**config.mk**
```make
export PLATFORM = sky130hd
export DESIGN_NAME = ex_stage_md
export DESIGN_NICKNAME = d
export VERILOG_FILES = /design/src/rtl/exec_pkg.sv /design/src/rtl/ex_stage_md_muldiv_iter.sv /design/src/rtl/ex_stage_md.sv
export SDC_FILE = /design/constraint.sdc
export NUM_CORES = 1
export LEC_CHECK = 0
export ABC_AREA = 1
export CORE_MARGIN = 10
export CORE_UTILIZATION = 51
export CTS_CLUSTER_DIAMETER = 60
export DETAILED_ROUTE_END_ITERATION = 10
export PLACE_DENSITY_LB_ADDON = 0.1
export REMOVE_ABC_BUFFERS = 1
export SLEW_MARGIN = 20
export SYNTH_ARGS = -nofsm -noshare
export SYNTH_HDL_FRONTEND = slang
export SYNTH_HIERARCHICAL = 1
export SYNTH_SLANG_ARGS = --single-unit
```
**constraint.sdc**
```tcl
create_clock -name clk -period 3.9 [get_ports clk]
set_input_delay 0.78 -clock clk [delete_from_list [all_inputs] [get_ports clk]]
set_output_delay 0.78 -clock clk [all_outputs]
set_load 0.05 [all_outputs]
```
**src/rtl/exec_pkg.sv**
```systemverilog
// Execute-stage shared types: ALU/branch op codes, mul/div FSM states, op-class helper.
// Latency: none (types and a pure function only).
// Backpressure: not applicable.
package exec_pkg;

   typedef enum logic [3:0] {
      OP_ADD   = 4'd0,
      OP_SUB   = 4'd1,
      OP_AND   = 4'd2,
      OP_OR    = 4'd3,
      OP_XOR   = 4'd4,
      OP_SLL   = 4'd5,
      OP_SRL   = 4'd6,
      OP_SRA   = 4'd7,
      OP_SLT   = 4'd8,
      OP_SLTU  = 4'd9,
      OP_MUL   = 4'd10,
      OP_MULHU = 4'd11,
      OP_DIVU  = 4'd12,
      OP_REMU  = 4'd13
   } ex_op_e;

   typedef enum logic [2:0] {
      BR_NONE = 3'd0,
      BR_EQ   = 3'd1,
      BR_NE   = 3'd2,
      BR_LT   = 3'd3,
      BR_GE   = 3'd4,
      BR_LTU  = 3'd5,
      BR_GEU  = 3'd6
   } br_op_e;

   typedef enum logic [1:0] {
      MD_IDLE = 2'd0,
      MD_RUN  = 2'd1,
      MD_DONE = 2'd2
   } md_state_e;

   // True for the ops that go through the iterative multiply/divide unit.
   function automatic logic is_muldiv(input logic [3:0] op);
      return (op == OP_MUL) || (op == OP_MULHU) || (op == OP_DIVU) || (op == OP_REMU);
   endfunction

endpackage

```
**src/rtl/ex_stage_md_muldiv_iter.sv**
```systemverilog
// Iterative unsigned multiply (shift-add) and restoring divide, one bit per cycle.
// Latency: WIDTH cycles after start_i; done_o is high during the final step.
// Backpressure: none; a new start_i restarts the unit, the owner decides when to read result_o.
module muldiv_iter #(
   parameter int WIDTH = 32
) (
   input  logic             clk,
   input  logic             reset,
   input  logic             start_i,
   input  logic [3:0]       op_i,
   input  logic [WIDTH-1:0] a_i,
   input  logic [WIDTH-1:0] b_i,
   output logic             done_o,
   output logic [WIDTH-1:0] result_o
);
   import exec_pkg::*;

   localparam int CW = $clog2(WIDTH);

   // hi_q: product high half / partial remainder; lo_q: multiplier+product low / quotient
   logic             run_q;
   logic [CW-1:0]    cnt_q;
   logic [3:0]       op_q;
   logic [WIDTH-1:0] hi_q, lo_q, dv_q;

   logic             is_div;
   logic [WIDTH:0]   mul_sum, div_sh, div_diff;
   logic [WIDTH-1:0] hi_d, lo_d;

   assign is_div = (op_q == OP_DIVU) || (op_q == OP_REMU);

   // One iteration step: conditional add then shift right, or shift left then trial subtract.
   always_comb begin
      mul_sum  = {1'b0, hi_q} + (lo_q[0] ? {1'b0, dv_q} : {(WIDTH+1){1'b0}});
      div_sh   = {hi_q, lo_q[WIDTH-1]};
      div_diff = div_sh - {1'b0, dv_q};
      if (is_div) begin
         if (!div_diff[WIDTH]) begin
            hi_d = div_diff[WIDTH-1:0];
            lo_d = {lo_q[WIDTH-2:0], 1'b1};
         end else begin
            hi_d = div_sh[WIDTH-1:0];
            lo_d = {lo_q[WIDTH-2:0], 1'b0};
         end
      end else begin
         hi_d = mul_sum[WIDTH:1];
         lo_d = {mul_sum[0], lo_q[WIDTH-1:1]};
      end
   end

   // Latch operands on start, then step once per cycle while the counter runs WIDTH-1..0.
   always_ff @(posedge clk) begin
      if (!reset) begin
         run_q <= 1'b0;
         cnt_q <= '0;
         op_q  <= '0;
         hi_q  <= '0;
         lo_q  <= '0;
         dv_q  <= '0;
      end else if (start_i) begin
         run_q <= 1'b1;
         cnt_q <= CW'(WIDTH - 1);
         op_q  <= op_i;
         hi_q  <= '0;
         lo_q  <= a_i;
         dv_q  <= b_i;
      end else if (run_q) begin
         hi_q <= hi_d;
         lo_q <= lo_d;
         if (cnt_q == '0) begin
            run_q <= 1'b0;
         end else begin
            cnt_q <= cnt_q - CW'(1);
         end
      end
   end

   // Divide by zero needs no special case: every trial subtract succeeds (quotient all-ones)
   // and the remainder register ends up holding the dividend.
   assign done_o   = run_q && (cnt_q == '0);
   assign result_o = ((op_q == OP_MULHU) || (op_q == OP_REMU)) ? hi_q : lo_q;

endmodule

```
**src/rtl/ex_stage_md.sv**
```systemverilog
// Execute stage: operand forwarding, single-cycle ALU + branch resolve, optional iterative mul/div (EX_MULDIV_EN).
// Latency: ALU/branch 1 cycle after accept; mul/div WIDTH+1 cycles (1 cycle, result 0, without EX_MULDIV_EN).
// Backpressure: valid/ready; output held while out_ready_i is low, no accept until the output slot frees.
module ex_stage_md #(
   parameter  int WIDTH   = 32,
   parameter  int NUM_FWD = 3,
   localparam int SELW    = $clog2(NUM_FWD + 1)
) (
   input  logic                     clk,
   input  logic                     reset,
   input  logic                     in_valid_i,
   output logic                     in_ready_o,
   input  logic [3:0]               op_i,
   input  logic [2:0]               br_op_i,
   input  logic                     pred_taken_i,
   input  logic [SELW-1:0]          a_sel_i,
   input  logic [SELW-1:0]          b_sel_i,
   input  logic [WIDTH-1:0]         a_i,
   input  logic [WIDTH-1:0]         b_i,
   input  logic [NUM_FWD*WIDTH-1:0] fwd_i,
   input  logic                     flush_i,
   output logic                     out_valid_o,
   input  logic                     out_ready_i,
   output logic [WIDTH-1:0]         result_o,
   output logic                     taken_o,
   output logic                     mispredict_o,
   output logic                     busy_o
);
   import exec_pkg::*;

   localparam int SHW = $clog2(WIDTH);

   md_state_e        state_q;
   logic             out_valid_q, taken_q, mispred_q;
   logic             tk_pend_q, mp_pend_q;
   logic [WIDTH-1:0] result_q;

   logic [WIDTH-1:0] a_op, b_op, alu_res, md_res;
   logic [SHW-1:0]   shamt;
   logic             br_tk, br_mp, br_valid;
   logic             accept, md_go, md_done;

   // Operand select: 0 or any out-of-range select keeps the register-file value.
   always_comb begin
      a_op = a_i;
      b_op = b_i;
      for (int k = 0; k < NUM_FWD; k++) begin
         if (a_sel_i == SELW'(k + 1)) a_op = fwd_i[k*WIDTH +: WIDTH];
         if (b_sel_i == SELW'(k + 1)) b_op = fwd_i[k*WIDTH +: WIDTH];
      end
   end

   // Single-cycle ALU; M ops fall to the default and produce 0 here.
   always_comb begin
      shamt = b_op[SHW-1:0];
      case (op_i)
         OP_ADD:  alu_res = a_op + b_op;
         OP_SUB:  alu_res = a_op - b_op;
         OP_AND:  alu_res = a_op & b_op;
         OP_OR:   alu_res = a_op | b_op;
         OP_XOR:  alu_res = a_op ^ b_op;
         OP_SLL:  alu_res = a_op << shamt;
         OP_SRL:  alu_res = a_op >> shamt;
         OP_SRA:  alu_res = $signed(a_op) >>> shamt;
         OP_SLT:  alu_res = {{(WIDTH-1){1'b0}}, ($signed(a_op) < $signed(b_op))};
         OP_SLTU: alu_res = {{(WIDTH-1){1'b0}}, (a_op < b_op)};
         default: alu_res = '0;
      endcase
   end

   // Branch compare; unknown codes behave like BR_NONE (never taken, never mispredicted).
   always_comb begin
      case (br_op_i)
         BR_EQ:   br_tk = (a_op == b_op);
         BR_NE:   br_tk = (a_op != b_op);
         BR_LT:   br_tk = ($signed(a_op) <  $signed(b_op));
         BR_GE:   br_tk = ($signed(a_op) >= $signed(b_op));
         BR_LTU:  br_tk = (a_op <  b_op);
         BR_GEU:  br_tk = (a_op >= b_op);
         default: br_tk = 1'b0;
      endcase
      br_valid = (br_op_i != BR_NONE) && (br_op_i <= BR_GEU);
      br_mp    = br_valid && (br_tk ^ pred_taken_i);
   end

   assign in_ready_o = (state_q == MD_IDLE) && (!out_valid_q || out_ready_i);
   assign accept     = in_valid_i && in_ready_o && !flush_i;

`ifdef EX_MULDIV_EN
   assign md_go  = accept && is_muldiv(op_i);
   assign busy_o = (state_q != MD_IDLE);

   muldiv_iter #(.WIDTH(WIDTH)) u_muldiv (
      .clk      (clk),
      .reset    (reset),
      .start_i  (md_go),
      .op_i     (op_i),
      .a_i      (a_op),
      .b_i      (b_op),
      .done_o   (md_done),
      .result_o (md_res)
   );
`else
   assign md_go   = 1'b0;
   assign md_done = 1'b0;
   assign md_res  = '0;
   assign busy_o  = 1'b0;
`endif

   // FSM plus output register: ALU ops load directly on accept, M ops load from DONE once the slot is free.
   always_ff @(posedge clk) begin
      if (!reset) begin
         state_q     <= MD_IDLE;
         out_valid_q <= 1'b0;
         result_q    <= '0;
         taken_q     <= 1'b0;
         mispred_q   <= 1'b0;
         tk_pend_q   <= 1'b0;
         mp_pend_q   <= 1'b0;
      end else if (flush_i) begin
         state_q     <= MD_IDLE;
         out_valid_q <= 1'b0;
      end else begin
         if (out_valid_q && out_ready_i) out_valid_q <= 1'b0;
         case (state_q)
            MD_IDLE: begin
               if (accept) begin
                  if (md_go) begin
                     state_q   <= MD_RUN;
                     tk_pend_q <= br_tk;
                     mp_pend_q <= br_mp;
                  end else begin
                     out_valid_q <= 1'b1;
                     result_q    <= alu_res;
                     taken_q     <= br_tk;
                     mispred_q   <= br_mp;
                  end
               end
            end
            MD_RUN: begin
               if (md_done) state_q <= MD_DONE;
            end
            MD_DONE: begin
               if (!out_valid_q || out_ready_i) begin
                  out_valid_q <= 1'b1;
                  result_q    <= md_res;
                  taken_q     <= tk_pend_q;
                  mispred_q   <= mp_pend_q;
                  state_q     <= MD_IDLE;
               end
            end
            default: state_q <= MD_IDLE;
         endcase
      end
   end

   assign out_valid_o  = out_valid_q;
   assign result_o     = result_q;
   assign taken_o      = taken_q;
   assign mispredict_o = mispred_q;

endmodule

```
==> results.sh, run 1 <==
export IMPL_outcome="did not finish"
export IMPL_haltStage="global routing (5_1_grt)"
export IMPL_error_message="[ERROR GRT-0232] Routing congestion too high. Check the congestion heatmap in the GUI."
export IMPL_die_w_um=176
export IMPL_crit_endpoint="mispredict_o$_SDFFE_PN0P_/D"
export IMPL_cts_made_buffers=5
export IMPL_ys_seq_area_share_pct=5.62
export IMPL_yosys_area_top_type="nand2_1"
export IMPL_ys_seq_elements=35
export IMPL_async_flop_share_pct=0
export IMPL_yosysMostFrequentCell="nand2_1"
export IMPL_start_util_pct=51.5
export IMPL_boundaryPins=214
export IMPL_synth_cell_types=48
export IMPL_placed_area_um2=17900
export IMPL_syn_inst=2479
export IMPL_grt_max_degree=71
export IMPL_synth_area_top_cells="nand2_1 (24%), nand3_1 (15%), ha_1 (9.7%)"
export IMPL_dieHeight_um=176
export IMPL_ys_warn_count=6
export IMPL_port_buffers=212
export IMPL_syn_area_per_cell_um2=5.03
export IMPL_yosysTopAreaCellShare_pct=24.5
export IMPL_root_buffer="clkbuf_16"
export IMPL_ctsHoldBuffers=0
export IMPL_placementRows=57
export IMPL_synth_enable_flop_cells=0
export IMPL_dp_hpwl_um=56200
export IMPL_syn_area_um2=12500
export IMPL_htreeDepth=2
export IMPL_worstEpCategory="register input"
export IMPL_track_usage_pct=63.7
export IMPL_cts_sinks=35
export IMPL_overflow=1
export IMPL_synth_commonest_cells="nand2_1 (812), nand3_1 (379), inv_1 (278)"
export IMPL_synth_ff_type="dfxtp_1"
export IMPL_gp_congestion=1.18
export IMPL_cts_path_max_buffers=2
-- metal layers --
| metal | GRT overflow | track usage, % |
|---|---|---|
| met4 | 0 | 58.1 |
| met5 | 0 | 22.4 |
| met2 | 1 | 80.7 |
| met3 | 0 | 51.9 |
| met1 | 0 | 62.3 |
-- metrics by stage --
stage | cells | utilization [%] | worst slack [ns]
2_1_floorplan | 2364 | - | -1.32
3_3_place_gp | 3343 | 74.2 | -0.952
3_5_place_dp | 3343 | 74.2 | -1.02
4_1_cts | 3376 | 79.0 | 0.00185
-- cell families after synthesis --
| logic type | synth area share [%] |
|---|---|
| AO/OA/AOI/OAI | 21.4 |
| other | 0.0301 |
| buffers and inverters | 13.1 |
| adder cells (fa/ha/maj) | 10.1 |
| flip-flops | 5.62 |
| AND/OR/NAND/NOR | 49.6 |
| XOR/XNOR | 0.211 |
-- timing repair --
action / CTS
pin swaps: 39
buffers inserted: 24
endpoints found under the hold margin: 0
setup endpoints to repair: 32
cloned: 2
gates resized for setup: 189
==> run 2, diff against run 1 <==
CORE_UTILIZATION = 40   (was 51)
CTS_CLUSTER_DIAMETER = default   (was 60)
PLACE_DENSITY_LB_ADDON = 0.15   (was 0.1)
clock period = 5.1 ns   (was 3.9 ns; I/O delays follow)
==> run 2 against run 1 <==
The flow now finishes without violations. Synthesized cell count did not move. Area after synthesis is the same.
==> results.sh, run 2 <==
export IMPL_outcome="finished, final reports clean"
export IMPL_slew_limit_headroom_pct=35.8
export IMPL_synth_ff_type="dfxtp_1"
export IMPL_gp_congestion=1.08
export IMPL_max_stage_delay_ns=0.43
export IMPL_mostFrequentLayoutCells="nand2_1 (812), nand3_1 (379), inv_1 (278)"
export IMPL_grt_max_degree=70
export IMPL_min_from="result_o[25]$_SDFFE_PN0P_"
export IMPL_vdd_drop_max_mv=0.142
export IMPL_start_util_pct=40.6
export IMPL_clk_insertion_delay_late_ns=0.29
export IMPL_hold_worst_slack_ns=0.459
export IMPL_period_share_pct=97.8
export IMPL_yosysTopAreaCellShare_pct=24.5
export IMPL_grt_pass1_wl_um=105000
export IMPL_finClkSkew_ns=0.00903
export IMPL_drc=0
export IMPL_path_class="primary input to register"
export IMPL_cp_data_arrival_time_ns=5.12
export IMPL_htreeDepth=2
export IMPL_final_antenna_net_count=0
export IMPL_grt_pass1_vias=17592
export IMPL_hold_path_end="result_o[25]$_SDFFE_PN0P_"
export IMPL_setup_ws_ns=0.111
export IMPL_core_area_um2=30700
export IMPL_clock_fmax_mhz=200
export IMPL_wl_um=70000
export IMPL_die_w_um=197
export IMPL_final_common_cell="nand2_1"
export IMPL_crit_path_frequent_cell="nand2_1"
export IMPL_cts_made_buffers=5
export IMPL_async_flop_share_pct=0
export IMPL_antenna_found_initial=0
export IMPL_syn_area_um2=12500
export IMPL_r2r_slack_ns=2.87
export IMPL_hold_viol=0
export IMPL_ys_seq_elements=35
export IMPL_place_inst=3163
export IMPL_cts_sinks=35
export IMPL_grtUsageMet3_pct=8.03
export IMPL_layout_nets=3050
export IMPL_root_buffer="clkbuf_16"
export IMPL_syn_inst=2479
export IMPL_regToRegEndpoint="mispredict_o$_SDFFE_PN0P_"
export IMPL_met1_usage_pct=45.2
export IMPL_ctsHoldBuffers=0
export IMPL_layout_drive_gt1_share_pct=9.12
export IMPL_grt_setup_unrepaired="no"
export IMPL_synth_enable_flop_cells=0
export IMPL_pre_cts_slack_ns=-0.147
export IMPL_track_usage_pct=34.4
export IMPL_cts_path_max_buffers=2
export IMPL_cts_tree="done"
export IMPL_port_buffers=212
export IMPL_final_cell_area_um2=16300
export IMPL_dr_pass1_iters=9
export IMPL_holdPathStages=2
export IMPL_path_buf_inv=7
export IMPL_cp_depth=23
export IMPL_hold_path_class="register to register"
export IMPL_cp_top_family="simple AND/OR/NAND/NOR gates"
export IMPL_syn_area_per_cell_um2=5.03
export IMPL_reg2regPathDepth=9
export IMPL_cts_resized=0
export IMPL_ys_warn_count=6
export IMPL_dp_hpwl_um=58300
export IMPL_gr_max_usage_layer="met2"
export IMPL_overflow=0
export IMPL_finalNonFillerCells=3171
export IMPL_tightest_slew_ns=0.957
export IMPL_r2r_start="out_valid_o$_SDFF_PP0_"
export IMPL_ys_seq_area_share_pct=5.62
export IMPL_crit_path_cell_trace="clkdlybuf4s50_1 > buf_6 > inv_2 > nor2_2 > buf_4 > o31ai_1 > nand2_1 > inv_1 > ha_1 > a21oi_1 > inv_1 > a21oi_1 > nand2_1 > nand3_1 > nand2_1 > nand2_1 > o211ai_1 > nand2_1 > nor3b_1 > buf_4 > nand2_1 > nand2_1 > a21oi_1"
export IMPL_fin_crit_ns=4.99
export IMPL_placementRows=64
export IMPL_cp_required_ns=5.23
export IMPL_avgViaCountPerCell=5.92
export IMPL_boundaryPins=214
export IMPL_final_util_pct=53.1
export IMPL_area_growth_pct=30.7
export IMPL_path_clk_slew_ns=0.06
export IMPL_first_iter_violations=2654
export IMPL_yosys_area_top_type="nand2_1"
export IMPL_diodes=0
export IMPL_synth_cell_types=48
export IMPL_post_cts_buffers=0
export IMPL_total_power_mw=3.52
export IMPL_vias=18759
export IMPL_tns_ns=0
export IMPL_fillers=3327
export IMPL_p_per_area_nw_per_um2=216
export IMPL_p_leak_nw=8.20
export IMPL_cp_start_kind="primary input"
export IMPL_wl_per_cell_um=22.1
export IMPL_synth_area_top_cells="nand2_1 (24%), nand3_1 (15%), ha_1 (9.7%)"
export IMPL_finalSetupViolCount=0
export IMPL_cp_slowest_cell="nor3b_1"
export IMPL_dieHeight_um=197
export IMPL_yosysMostFrequentCell="nand2_1"
export IMPL_slew_violations=0
export IMPL_dieArea_um2=38600
export IMPL_max_cap_viol_count=0
export IMPL_synth_commonest_cells="nand2_1 (812), nand3_1 (379), inv_1 (278)"
export IMPL_largest_reg_flops=32
export IMPL_cp_max_fo=16
export IMPL_end_kind="register"
export IMPL_placed_area_um2=16100
export IMPL_use_met2_pct=51.6
run 2: cells by family after synthesis:
kind of cell / Yosys count / share of synthesized area, %
adder cells (fa/ha/maj): 99 / 10.1
flip-flops: 35 / 5.62
XOR/XNOR: 3 / 0.211
AND/OR/NAND/NOR: 1460 / 49.6
other: 1 / 0.0301
AO/OA/AOI/OAI: 471 / 21.4
buffers and inverters: 410 / 13.1
run 2: cell type report:
cell class              instances  area (um^2)  share of cell area (%)
inverters                     295         1110                    6.80
clock buffers                   5          125                   0.768
repair buffers                403         3640                    22.4
flip-flops and latches         35          701                    4.30
clock inverters                 3         43.8                   0.269
well taps                     396          495                    3.04
multi-input cells            2034        10200                    62.5
run 2: report_power, final:
| part | switching [mW] | leakage [nW] | total [mW] | internal, mW |
|---|---|---|---|---|
| sequential | 0.00854 | 0.284 | 0.298 | 0.289 |
| clock | 0.124 | 0.0838 | 0.355 | 0.231 |
| combinational | 1.88 | 7.83 | 2.87 | 0.987 |
| total | 2.01 | 8.20 | 3.52 | 1.51 |
run 2: how the worst max path moves through the flow:
stage                          start                        end
after detailed placement  b_sel_i[0]  result_o[21]$_SDFFE_PN0P_
after global placement    b_sel_i[0]  result_o[11]$_SDFFE_PN0P_
after CTS                 b_sel_i[0]  result_o[21]$_SDFFE_PN0P_
after floorplan           b_sel_i[0]   result_o[0]$_SDFFE_PN0P_
final                     b_sel_i[1]  result_o[11]$_SDFFE_PN0P_
after global routing      a_sel_i[1]  result_o[15]$_SDFFE_PN0P_
run 2: metal layers:
metal | vias up | routed length, um
li1 | 8738 | -
met1 | 8471 | 27700
met2 | 1370 | 29200
met3 | 180 | 9430
met4 | 0 | 3740
met5 | - | 0
run 2: worst register-to-register path, cell delays in order, from the launching register on:
cell and delay, ns:
dfxtp_1 0.31, inv_1 0.05, nor2_1 0.05, nor3_2 0.10, buf_4 0.37, clkinv_1 0.47
buf_4 0.37, a211oi_1 0.19, nand3_1 0.10, a21oi_1 0.12
Note: power is estimated with default switching activity, not from simulation.
